## config.mk

```make
export PLATFORM = sky130hd
export DESIGN_NAME = hazard_ctrl
export DESIGN_NICKNAME = d
export VERILOG_FILES = /design/src/rtl/hazard_ctrl.sv
export SDC_FILE = /design/constraint.sdc
export NUM_CORES = 1
export LEC_CHECK = 0
export BUFFER_PORTS_ARGS = -buffer_cell sky130_fd_sc_hd__buf_2
export CELL_PAD_IN_SITES_DETAIL_PLACEMENT = 0
export CELL_PAD_IN_SITES_GLOBAL_PLACEMENT = 1
export CORE_UTILIZATION = 35
export CTS_CLUSTER_SIZE = 20
export DETAILED_ROUTE_END_ITERATION = 10
export PLACE_DENSITY = 0.73
export SYNTH_ARGS = -nofsm -noshare
export SYNTH_HDL_FRONTEND = slang
export SYNTH_SLANG_ARGS = --single-unit
```

## constraint.sdc

```tcl
create_clock -name Clk_Core -period 1.9 [get_ports Clk_Core]
set_input_delay 0 -clock Clk_Core [delete_from_list [all_inputs] [get_ports Clk_Core]]
set_output_delay 0 -clock Clk_Core [all_outputs]
set_load 0.02 [all_outputs]
```

## src/rtl/hazard_ctrl.sv

```systemverilog
// Pipeline hazard control for the RV32IM core: load-use stalls, taken-branch
// flushes and fixed-latency MUL/DIV sequencing, plus a saturating stall counter.
module hazard_ctrl #(
  parameter int unsigned MD_CYCLES = 32
) (
  input  logic        Clk_Core,
  input  logic        Rst_Core_N,
  input  logic        id_valid_di,
  input  logic [4:0]  id_rs1_di,
  input  logic [4:0]  id_rs2_di,
  input  logic        id_rs1_used_di,
  input  logic        id_rs2_used_di,
  input  logic        ex_valid_di,
  input  logic [4:0]  ex_rd_di,
  input  logic        ex_is_load_di,
  input  logic        ex_is_md_di,
  input  logic        branch_taken_di,
  output logic        stall_fd_do,
  output logic        stall_ex_do,
  output logic        bubble_ex_do,
  output logic        flush_fd_do,
  output logic        md_start_do,
  output logic        md_busy_do,
  output logic        md_done_do,
  output logic [31:0] stall_cnt_do,
  output logic        fsm_state_dbg
);

  typedef enum logic {
    RUN     = 1'b0,
    MD_BUSY = 1'b1
  } state_t;

  localparam logic [7:0] MD_LOAD = 8'(MD_CYCLES - 1);

  state_t      state_q, state_d;
  logic [7:0]  md_cnt_q, md_cnt_d;
  logic [31:0] stall_cnt_q;
  logic        lu_haz;

  assign lu_haz = ex_valid_di && ex_is_load_di && (ex_rd_di != 5'd0) && id_valid_di &&
                  ((id_rs1_used_di && (id_rs1_di == ex_rd_di)) ||
                   (id_rs2_used_di && (id_rs2_di == ex_rd_di)));

  always_comb begin
    state_d      = state_q;
    md_cnt_d     = md_cnt_q;
    stall_fd_do  = 1'b0;
    stall_ex_do  = 1'b0;
    bubble_ex_do = 1'b0;
    flush_fd_do  = 1'b0;
    md_start_do  = 1'b0;
    md_busy_do   = 1'b0;
    md_done_do   = 1'b0;
    case (state_q)
      RUN: begin
        if (branch_taken_di) begin
          flush_fd_do  = 1'b1;
          bubble_ex_do = 1'b1;
        end else if (ex_valid_di && ex_is_md_di) begin
          md_start_do = 1'b1;
          stall_fd_do = 1'b1;
          stall_ex_do = 1'b1;
          md_cnt_d    = MD_LOAD;
          state_d     = MD_BUSY;
        end else if (lu_haz) begin
          stall_fd_do  = 1'b1;
          bubble_ex_do = 1'b1;
        end
      end
      MD_BUSY: begin
        // EX holds the MD op, so branch and load-use inputs are irrelevant here
        md_busy_do  = 1'b1;
        stall_fd_do = 1'b1;
        stall_ex_do = 1'b1;
        if (md_cnt_q == 8'd0) begin
          md_done_do = 1'b1;
          state_d    = RUN;
        end else begin
          md_cnt_d = md_cnt_q - 8'd1;
        end
      end
      default: state_d = RUN;
    endcase
    // Outputs are held quiet for the whole reset assertion, not just after the edge
    if (!Rst_Core_N) begin
      stall_fd_do  = 1'b0;
      stall_ex_do  = 1'b0;
      bubble_ex_do = 1'b0;
      flush_fd_do  = 1'b0;
      md_start_do  = 1'b0;
      md_busy_do   = 1'b0;
      md_done_do   = 1'b0;
    end
  end

  always_ff @(posedge Clk_Core or negedge Rst_Core_N) begin
    if (!Rst_Core_N) begin
      state_q     <= RUN;
      md_cnt_q    <= 8'd0;
      stall_cnt_q <= 32'd0;
    end else begin
      state_q  <= state_d;
      md_cnt_q <= md_cnt_d;
      if (stall_fd_do && (stall_cnt_q != 32'hFFFF_FFFF))
        stall_cnt_q <= stall_cnt_q + 32'd1;
    end
  end

  assign stall_cnt_do  = stall_cnt_q;
  assign fsm_state_dbg = (state_q == MD_BUSY);

endmodule

```

Yosys cells after proc, flatten, opt, wreduce, memory -nomap -nowiden
Cells that the tools add are included.

operators by class
  $add $sub $neg = 2
  equal/unequal tests = 6
  multiplexer cells = 29
  bitwise logic cells = 1
  reduce and logical (&&, ||, !) cells = 12

operators with widths
  cell                     number
  $add A32 B1 Y32 const B  1
  $ne A32 B32 Y1 const B   1
  $mux W8                  3
  $mux W1                  22
  $pmux W8 S2              1
  $eq A5 B5 Y1             2
  $logic_and A1 B1 Y1      8
  $logic_not A8 Y1         1
  $sub A8 B1 Y8 const B    1
  $ne A2 B2 Y1 const B     3
  $pmux W1 S2              3
  $reduce_bool A5 Y1       1
  $reduce_and A3 Y1        1
  $logic_or A1 B1 Y1       1
  $not A1 Y1               1

word-level totals
  flip-flop bits (word level) = 41
  input port bits = 24
  output and inout bits = 40
  logic and storage cells = 53

Depth between registers and ports, before layout
Gate-level depths: netlist (run 1).

  word-level depth = 10
  depth in mapped cells = 8
  gate-level depth less buffers = 8

Worst setup path after synthesis (run 1)
OpenSTA, ideal clock, no wires.

  kind = flip-flop to flip-flop
  start = register stall_cnt_q[0], in the netlist stall_cnt_do[0]
  end = register stall_cnt_q[1], in the netlist stall_cnt_do[1]
  setup time = 125 ps
  data arrival time = 2,095 ps
  required time = 1,775 ps
  path slack = -320 ps
  cell stages (with the launch flop) = 8
  path buffers = 1
  clock period less this slack = 2,220 ps
  cells stage by stage = dfrtp_1 > ha_1 > and3_1 > nand2_1 > or3_1 > o211ai_2 > buf_4 > mux2_2

between the ends
  cells in the longest elaborated chain, start to end = 2
  elaborated cells on any way between the ends = 3
  those cells by class = add/sub (1); eq/ne (1); reduce/logical (1)

ends and longest elaborated chain
  item                                                     line  RTL
  start, declared                                          38    logic [31:0] stall_cnt_q;
  start signal, assigned                                   106   stall_cnt_q <= stall_cnt_q + 32'd1;
  branches (longest 2 deep; another with $add A32 B1 Y32)  -

Parallel ways; which one is timed is not known.
A chain may end at the register's enable or synchronous reset.

Worst setup path in the final report (run 1)
  start = register md_cnt_q[4]
  end = register md_cnt_q[7]

between the ends
  cells in the longest elaborated chain, start to end = 3
  elaborated cells on any way between the ends = 6
  those cells by class = add/sub (1); eq/ne (1); mux (2); reduce/logical (2)

ends and longest elaborated chain
  item                                               line    RTL
  start, declared                                    37      logic [7:0] md_cnt_q, md_cnt_d;
  start signal, assigned                             104     md_cnt_q <= md_cnt_d;
  $sub A8 B1 Y8 or $logic_not A8 Y1 (tied branches)  80, 76
  $mux W8 or $ne A2 B2 Y1 (tied branches)            -
  $pmux W8 S2 or $reduce_and A3 Y1 (tied branches)   -

Parallel ways exist; a longest one is shown, timed or not. The select of a mux whose other input is x is not followed.

==> results of run 1 <==
==> cells in the mapped netlist, drive strengths merged <==
library cell,n,area share
xnor2,15,0.059
nor2,26,0.044
nand3,12,0.027
o2111a,1,0.0051
ha,2,0.011
nand3b,2,0.0068
nand2b,3,0.0085
nor4,3,0.0085
nor2b,1,0.0028
and2,3,0.0085
inv,6,0.010
and2b,1,0.0040
buf,3,0.010
nor3,11,0.025
and3,13,0.037
or3,4,0.014
a31oi,2,0.0057
or4,2,0.0085
dfrtp,41,0.46
a21oi,3,0.0068
nand4,7,0.020
o21a,1,0.0068
and3b,1,0.0040
o221ai,1,0.0040
nand2,27,0.046
o211ai,2,0.011
mux2,2,0.010
o22ai,1,0.0028
o21ai,4,0.0091
xor2,29,0.11
o2111ai,1,0.0040
==> power by group through the flow <==
stage	combinational [W]	sequential (W)	clock [W]
5_1_grt	0.00146	0.00117	0.000608
3_3_place_gp	0.00103	0.00114	0
3_5_place_dp	0.00105	0.00115	0
6_report	0.00132	0.00115	0.000556
2_1_floorplan	0.000487	0.00128	0
4_1_cts	0.00118	0.00113	0.000569
==> stage by stage <==
step | worst slack [ns] | hold WS [ns] | instance area [µm²] | utilization
after floorplan | -0.0769 | -0.296 | 2260 | -
after global placement | -0.0182 | -0.180 | 3010 | 0.502
after detailed placement | -0.0743 | -0.178 | 3010 | 0.502
after CTS | -0.152 | 0.0486 | 3240 | 0.540
after global routing | -0.245 | 0.0632 | 3540 | 0.591
final | -0.153 | 0.0513 | 3540 | 0.591
==> worst max-delay path: stages (launching register included) <==
cell	delay, ns
dfrtp_1	0.38
or4_4	0.54
or3_4	0.37
buf_6	0.13
o211ai_4	0.21
buf_4	0.16
or3_2	0.10
a21oi_2	0.04
==> registers in the layout, summed over array words and instances (netlist names) <==
signal,count
stall_cnt_do,32
fsm_state_dbg,1
md_cnt_q,8
==> repair_timing <==
item,CTS,global route
cloned,2,1
pin swaps,5,25
resized for setup,10,64
setup buffers,5,5
hold endpoints to repair,41,0
setup endpoints to repair,34,41
hold buffers,1,0
==> worst paths after layout <==
path	start	endpoint	cells past startpoint
worst max-delay path	md_cnt_q[4]	md_cnt_q[7]	7
worst min register to register	stall_cnt_do[28]	stall_cnt_do[28]	1
min in group Clk_Core	ex_is_md_di	md_cnt_q[6]	4
worst min-delay path	Rst_Core_N	fsm_state_dbg	2
worst max register to register	md_cnt_q[4]	md_cnt_q[7]	7
max in group asynchronous	Rst_Core_N	stall_cnt_do[16]	3
==> final cells by class <==
type,count,area [µm²]
Multi-Input combinational cell,180,1460
Timing Repair Buffer,122,845
Clock buffer,6,72.6
Clock inverter,2,10.0
Inverter,6,22.5
Tap cell,75,93.8
Sequential cell,41,1040
Fill cell,533,2450
==> per-layer routing <==
| metal | vias to the layer above | GRT usage |
|---|---|---|
| met5 | - | 0 |
| met3 | 9 | 0.0356 |
| li1 | 1041 | - |
| met1 | 1008 | 0.233 |
| met4 | 0 | 0.0607 |
| met2 | 62 | 0.288 |
==> placed cells by master (no fill, tap or decap), types with 3 or more instances in the layout <==
cell | Yosys | layout
and2_1 | 3 | 3
and3_1 | 13 | 10
and3_4 | 0 | 3
buf_2 | 0 | 62
buf_4 | 3 | 50
buf_6 | 0 | 5
clkbuf_8 | 0 | 5
dfrtp_1 | 41 | 29
dfrtp_2 | 0 | 12
inv_1 | 6 | 6
nand2_1 | 27 | 25
nand3_1 | 12 | 10
nand4_1 | 7 | 7
nor2_1 | 26 | 9
nor2_2 | 0 | 4
nor2_4 | 0 | 13
nor3_2 | 0 | 5
nor3_4 | 0 | 4
or3_4 | 1 | 3
xnor2_1 | 15 | 13
xor2_1 | 29 | 29
==> cells by family after synthesis <==
kind of cell | count (synthesis) | synth area share
AND/OR/NAND/NOR | 116 | 0.264
XOR/XNOR | 44 | 0.174
flip-flops | 41 | 0.464
AO/OA/AOI/OAI | 16 | 0.0555
buffers and inverters | 9 | 0.0204
multiplexers | 2 | 0.0102
adder cells (fa/ha/maj) | 2 | 0.0113
==> impl_summary.log, run 1 <==
INFO  metric area_growth = 60.3%
INFO  metric synth_area = 0.00221 mm²
INFO  metric net-switching-power = 0.00112 W
INFO  metric clk_pin_slew_worst_paths = 0.08 ns
INFO  metric worst_slack = -0.153 ns
INFO  metric drtAntennaViolNets = 0
INFO  metric syn-instance-count = 230
INFO  metric placement.io_buffers = 63
INFO  metric core.rowCount = 28
INFO  metric finish.cell_count_without_fillers = 432
INFO  metric fin_nets = 382
INFO  metric clock-root-buffer = clkbuf_8
INFO  metric globalRoute.totalOverflow = 0
INFO  metric worst_reg_to_reg_setup_slack = -0.15 ns
INFO  metric initial_utilization = 0.369
INFO  metric grt_util_all_layers = 0.177
INFO  metric ios = 64
INFO  metric synth_area_per_cell = 9.61 µm²
INFO  metric timing.fmax = 0.487 GHz
INFO  metric type_of_the_most_critical_hold_path = input pin to async pin
INFO  metric synth_seq_area_share = 0.464
INFO  metric via_count_of_the_first_global_routing_pass = 1984
INFO  metric count_of_routing_violations_after_the_opening_detailed_route_iteration = 90
INFO  metric synth_cell_type_count = 35
INFO  metric grt_pass1_wl = 8950 µm
INFO  metric tns = -3.21 ns
INFO  metric met2RoutedLength = 2830 µm
INFO  metric slew_headroom = 0.655
INFO  metric synth_fp_nets = 256
INFO  metric place_inst = 411
INFO  metric drt_wl_total = 5960 µm
INFO  metric switching_share = 0.370
INFO  metric leakagePower = 1.86 nW
INFO  metric critPathCaptureType = flip-flop
INFO  metric cp_data_required_time = 2.07 ns
INFO  metric grt_setup_unrepaired = yes
INFO  metric timing.critical_path.from_type = flip-flop
INFO  metric clock-skew-final = 0.00477 ns
INFO  metric crit_path_max_fanout = 3
INFO  metric place.detailed.hpwl = 4030 µm
INFO  metric time_the_final_worst_path_needs_with_i_o_delays_and_setup = 2.05 ns
INFO  metric finalWeightedCongestion = 0.774
INFO  metric top_layer_used = met4
INFO  metric power.density_cell_area = 853 mW/mm²
INFO  metric area_enclosed_by_the_die_boundary = 0.00664 mm²
INFO  metric met3WireLength = 309 µm
INFO  metric maximum_number_of_pins_on_one_net_before_global_route_repair = 43
INFO  metric cts_max_level = 2
INFO  metric wl_per_cell = 13.8 µm
INFO  metric numCtsBuffers = 5
INFO  metric power.ir.vdd_worst = 0.785 mV
INFO  metric n_antenna_cell = 0
INFO  metric outcome = complete, but fails checks
INFO  metric setup_viol = 40
INFO  metric layout-drive-gt1-share = 0.543
INFO  metric max_cap_viol_count = 0
INFO  metric clkLatencyLatePin = 0.29 ns
INFO  metric power_frac_seq = 0.379
INFO  metric min_period_over_period = 1.08
INFO  metric hold_violations = 0
INFO  metric antenna_violations_before_repair = 0
INFO  metric die_x = 81.5 µm
INFO  metric crit_type = flip-flop to flip-flop
INFO  metric synth.ff_latch_count = 41
INFO  metric combPwrFrac = 0.437
INFO  metric fin_total_pwr = 0.00302 W
INFO  metric synth-warning-count = 0
INFO  metric core-area = 0.00599 mm²
INFO  metric die_h = 81.5 µm
INFO  metric clkSinkCount = 41
INFO  metric detailedRoute.firstPassIterationCount = 4
INFO  metric worst-slew-pin-transition = 0.518 ns
INFO  metric avgViaCountPerCell = 4.91
INFO  metric cts_tree = yes
INFO  metric max-clock-path-buffers = 2
INFO  metric violations = negative setup slack
INFO  metric slew_viol_final = 0
INFO  metric dr_total_vias = 2120
INFO  metric drc = 0
INFO  metric route.layer.met1.wl = 2750 µm
INFO  metric clkPwrFrac = 0.184
INFO  metric worst-endpoint-arrival = 2.22 ns
INFO  metric total_internal_power = 0.00191 W
No activity file was read; power rests on OpenSTA's default activity.
==> inputs of run 2 (changes only) <==
--- a/config.mk
+++ b/config.mk
@@ -14,2 +14,3 @@
 export PLACE_DENSITY = 0.73
+export SLEW_MARGIN = 20
 export SYNTH_ARGS = -nofsm -noshare
==> constraint.sdc (replaced) <==
create_clock -name Clk_Core -period 1.9 [get_ports Clk_Core]
set_input_delay 0.38 -clock Clk_Core [delete_from_list [all_inputs] [get_ports Clk_Core]]
set_output_delay 0.38 -clock Clk_Core [all_outputs]
set_load 0.02 [all_outputs]
==> impl_summary.log, run 2 (synthesis results as in run 1) <==
INFO  metric outcome = complete, but fails checks
INFO  metric violations = negative setup slack
INFO  metric crit_type = flip-flop to output pin
INFO  metric hold_violations = 0
INFO  metric dp_worst_setup_slack = -0.323 ns
INFO  metric avgViaCountPerCell = 4.85
INFO  metric drt_wl_total = 6090 µm
INFO  metric cts_max_level = 2
INFO  metric clkLatencyLatePin = 0.29 ns
INFO  metric tns = -2.82 ns
INFO  metric clkSinkCount = 41
INFO  metric time_the_final_worst_path_needs_with_i_o_delays_and_setup = 2.26 ns
INFO  metric layout-drive-gt1-share = 0.587
INFO  metric core.rowCount = 28
INFO  metric max-clock-path-buffers = 2
INFO  metric core-area = 0.00599 mm²
INFO  metric slew_viol_final = 0
INFO  metric grt_setup_unrepaired = yes
INFO  metric die_h = 81.5 µm
INFO  metric final-seq-area = 0.00104 mm²
INFO  metric placement.io_buffers = 63
INFO  metric clock-root-buffer = clkbuf_8
INFO  metric wl_per_cell = 13.8 µm
INFO  metric min_period_over_period = 1.19
INFO  metric area_enclosed_by_the_die_boundary = 0.00664 mm²
INFO  metric die_x = 81.5 µm
INFO  metric largest_register_ff_count = 32
INFO  metric worst_slack = -0.361 ns
INFO  metric maximum_number_of_pins_on_one_net_before_global_route_repair = 32
INFO  metric initial_utilization = 0.369
INFO  metric multiInputGateArea = 0.00157 mm²
INFO  metric final.fill_count = 505
INFO  metric timing.fmax = 0.442 GHz
INFO  metric worst-slew-pin-transition = 0.445 ns
INFO  metric clock-skew-final = 0.00625 ns
INFO  metric worstReg2RegStart = md_cnt_q[3]
INFO  metric slew_headroom = 0.702
INFO  metric cts_tree = yes
INFO  metric critPathCaptureType = output pin
INFO  metric timing.critical_path.from_type = flip-flop
INFO  metric drc = 0
INFO  metric area_growth = 69.8%
INFO  metric detailedRoute.firstPassIterationCount = 4
INFO  metric antenna_violations_before_repair = 0
INFO  metric worst-endpoint-arrival = 1.88 ns
INFO  metric setup_viol = 31
INFO  metric fin_nets = 391
INFO  metric grt_pass1_wl = 9580 µm
INFO  metric globalRoute.totalOverflow = 0
INFO  metric ios = 64
INFO  metric count_of_routing_violations_after_the_opening_detailed_route_iteration = 76
INFO  metric power.ir.vdd_worst = 0.768 mV
INFO  metric n_antenna_cell = 0
INFO  metric crit_path_start = md_cnt_q[3]
INFO  metric via_count_of_the_first_global_routing_pass = 2148
INFO  metric crit_path_max_fanout = 2
INFO  metric grt_util_all_layers = 0.188
INFO  metric clk_pin_slew_worst_paths = 0.08 ns
INFO  metric most-common-layout-cells = 58 x buf_2, 58 x buf_4, 29 x dfrtp_1
INFO  metric drtAntennaViolNets = 0
INFO  metric power.density_cell_area = 826 mW/mm²
INFO  metric dr_total_vias = 2141
INFO  metric finalWeightedCongestion = 0.789
INFO  metric max_cap_viol_count = 0
INFO  metric cp_data_required_time = 1.52 ns
INFO  metric leakagePower = 1.99 nW
INFO  metric numCtsBuffers = 5
INFO  metric fin_total_pwr = 0.00310 W
INFO  metric type_of_the_most_critical_hold_path = input pin to async pin
INFO  metric place.detailed.hpwl = 4310 µm
run 2: cell types whose count changed in the layout (fill, tap and decap cells not counted), moves of 3 or more:
cell	delta
buf_12	+3
xnor2_2	+3
nor3_4	+5
nor3_2	-5
buf_4	+8
buf_2	-4
xnor2_1	-3
buf_6	+3
run 2: per-layer routing:
metal	GRT usage	wire length, µm	vias to the layer above
li1	-	-	1053
met1	0.239	2700	1034
met2	0.324	3090	49
met3	0.0289	250	5
met4	0.0625	50	0
met5	0	0	-
run 2: critical path: stages, from the launching register on:
cell	delay, ns
dfrtp_1	0.39
or4_4	0.53
or3_4	0.34
and2b_2	0.22
buf_6	0.11
run 2: timing repair:
| item | CTS | global route |
|---|---|---|
| resized for setup | 25 | 82 |
| cloned | 1 | 0 |
| endpoints found under the setup margin | 40 | 43 |
| pin swaps | 11 | 35 |
| buffers inserted | 4 | 3 |
| hold buffers | 0 | 0 |
run 2: report_power, final:
group / switching [W] / leakage [nW] / internal (W)
clock network: 0.000296 / 0.0450 / 0.000255
logic: 0.000725 / 1.42 / 0.000685
registers: 0.000112 / 0.522 / 0.00103
run 2: cell type report:
| class | count | share of cell area |
|---|---|---|
| multi-input combinational | 180 | 0.418 |
| sequential | 41 | 0.277 |
| timing repair buffer | 131 | 0.252 |
| tap | 75 | 0.0250 |
| clock buffer | 6 | 0.0193 |
| inverter | 6 | 0.00600 |
| clock inverter | 2 | 0.00267 |
run 2: path summary, 6_finish.rpt:
| path | to | slack [ns] | cells after the start |
|---|---|---|---|
| worst max-delay path | md_done_do | -0.36 | 4 |
| worst min register to register | stall_cnt_do[28] | 0.50 | 1 |
| worst min-delay path | fsm_state_dbg | 0.04 | 2 |
| worst max register to register | md_cnt_q[5] | -0.22 | 8 |
| min in group Clk_Core | stall_cnt_do[28] | 0.50 | 1 |
| max in group asynchronous | stall_cnt_do[17] | 1.26 | 3 |
run 2: through the flow:
stage | cell area [µm²] | instances | util | hold slack (ns)
global placement | 3120 | 426 | 0.520 | 0.338
CTS | 3360 | 439 | 0.562 | 0.0132
global route | 3750 | 441 | 0.627 | 0.0251
finish | 3750 | 441 | 0.627 | 0.0388
floorplan | 2260 | 230 | - | 0.0844
detailed placement | 3120 | 426 | 0.520 | 0.335
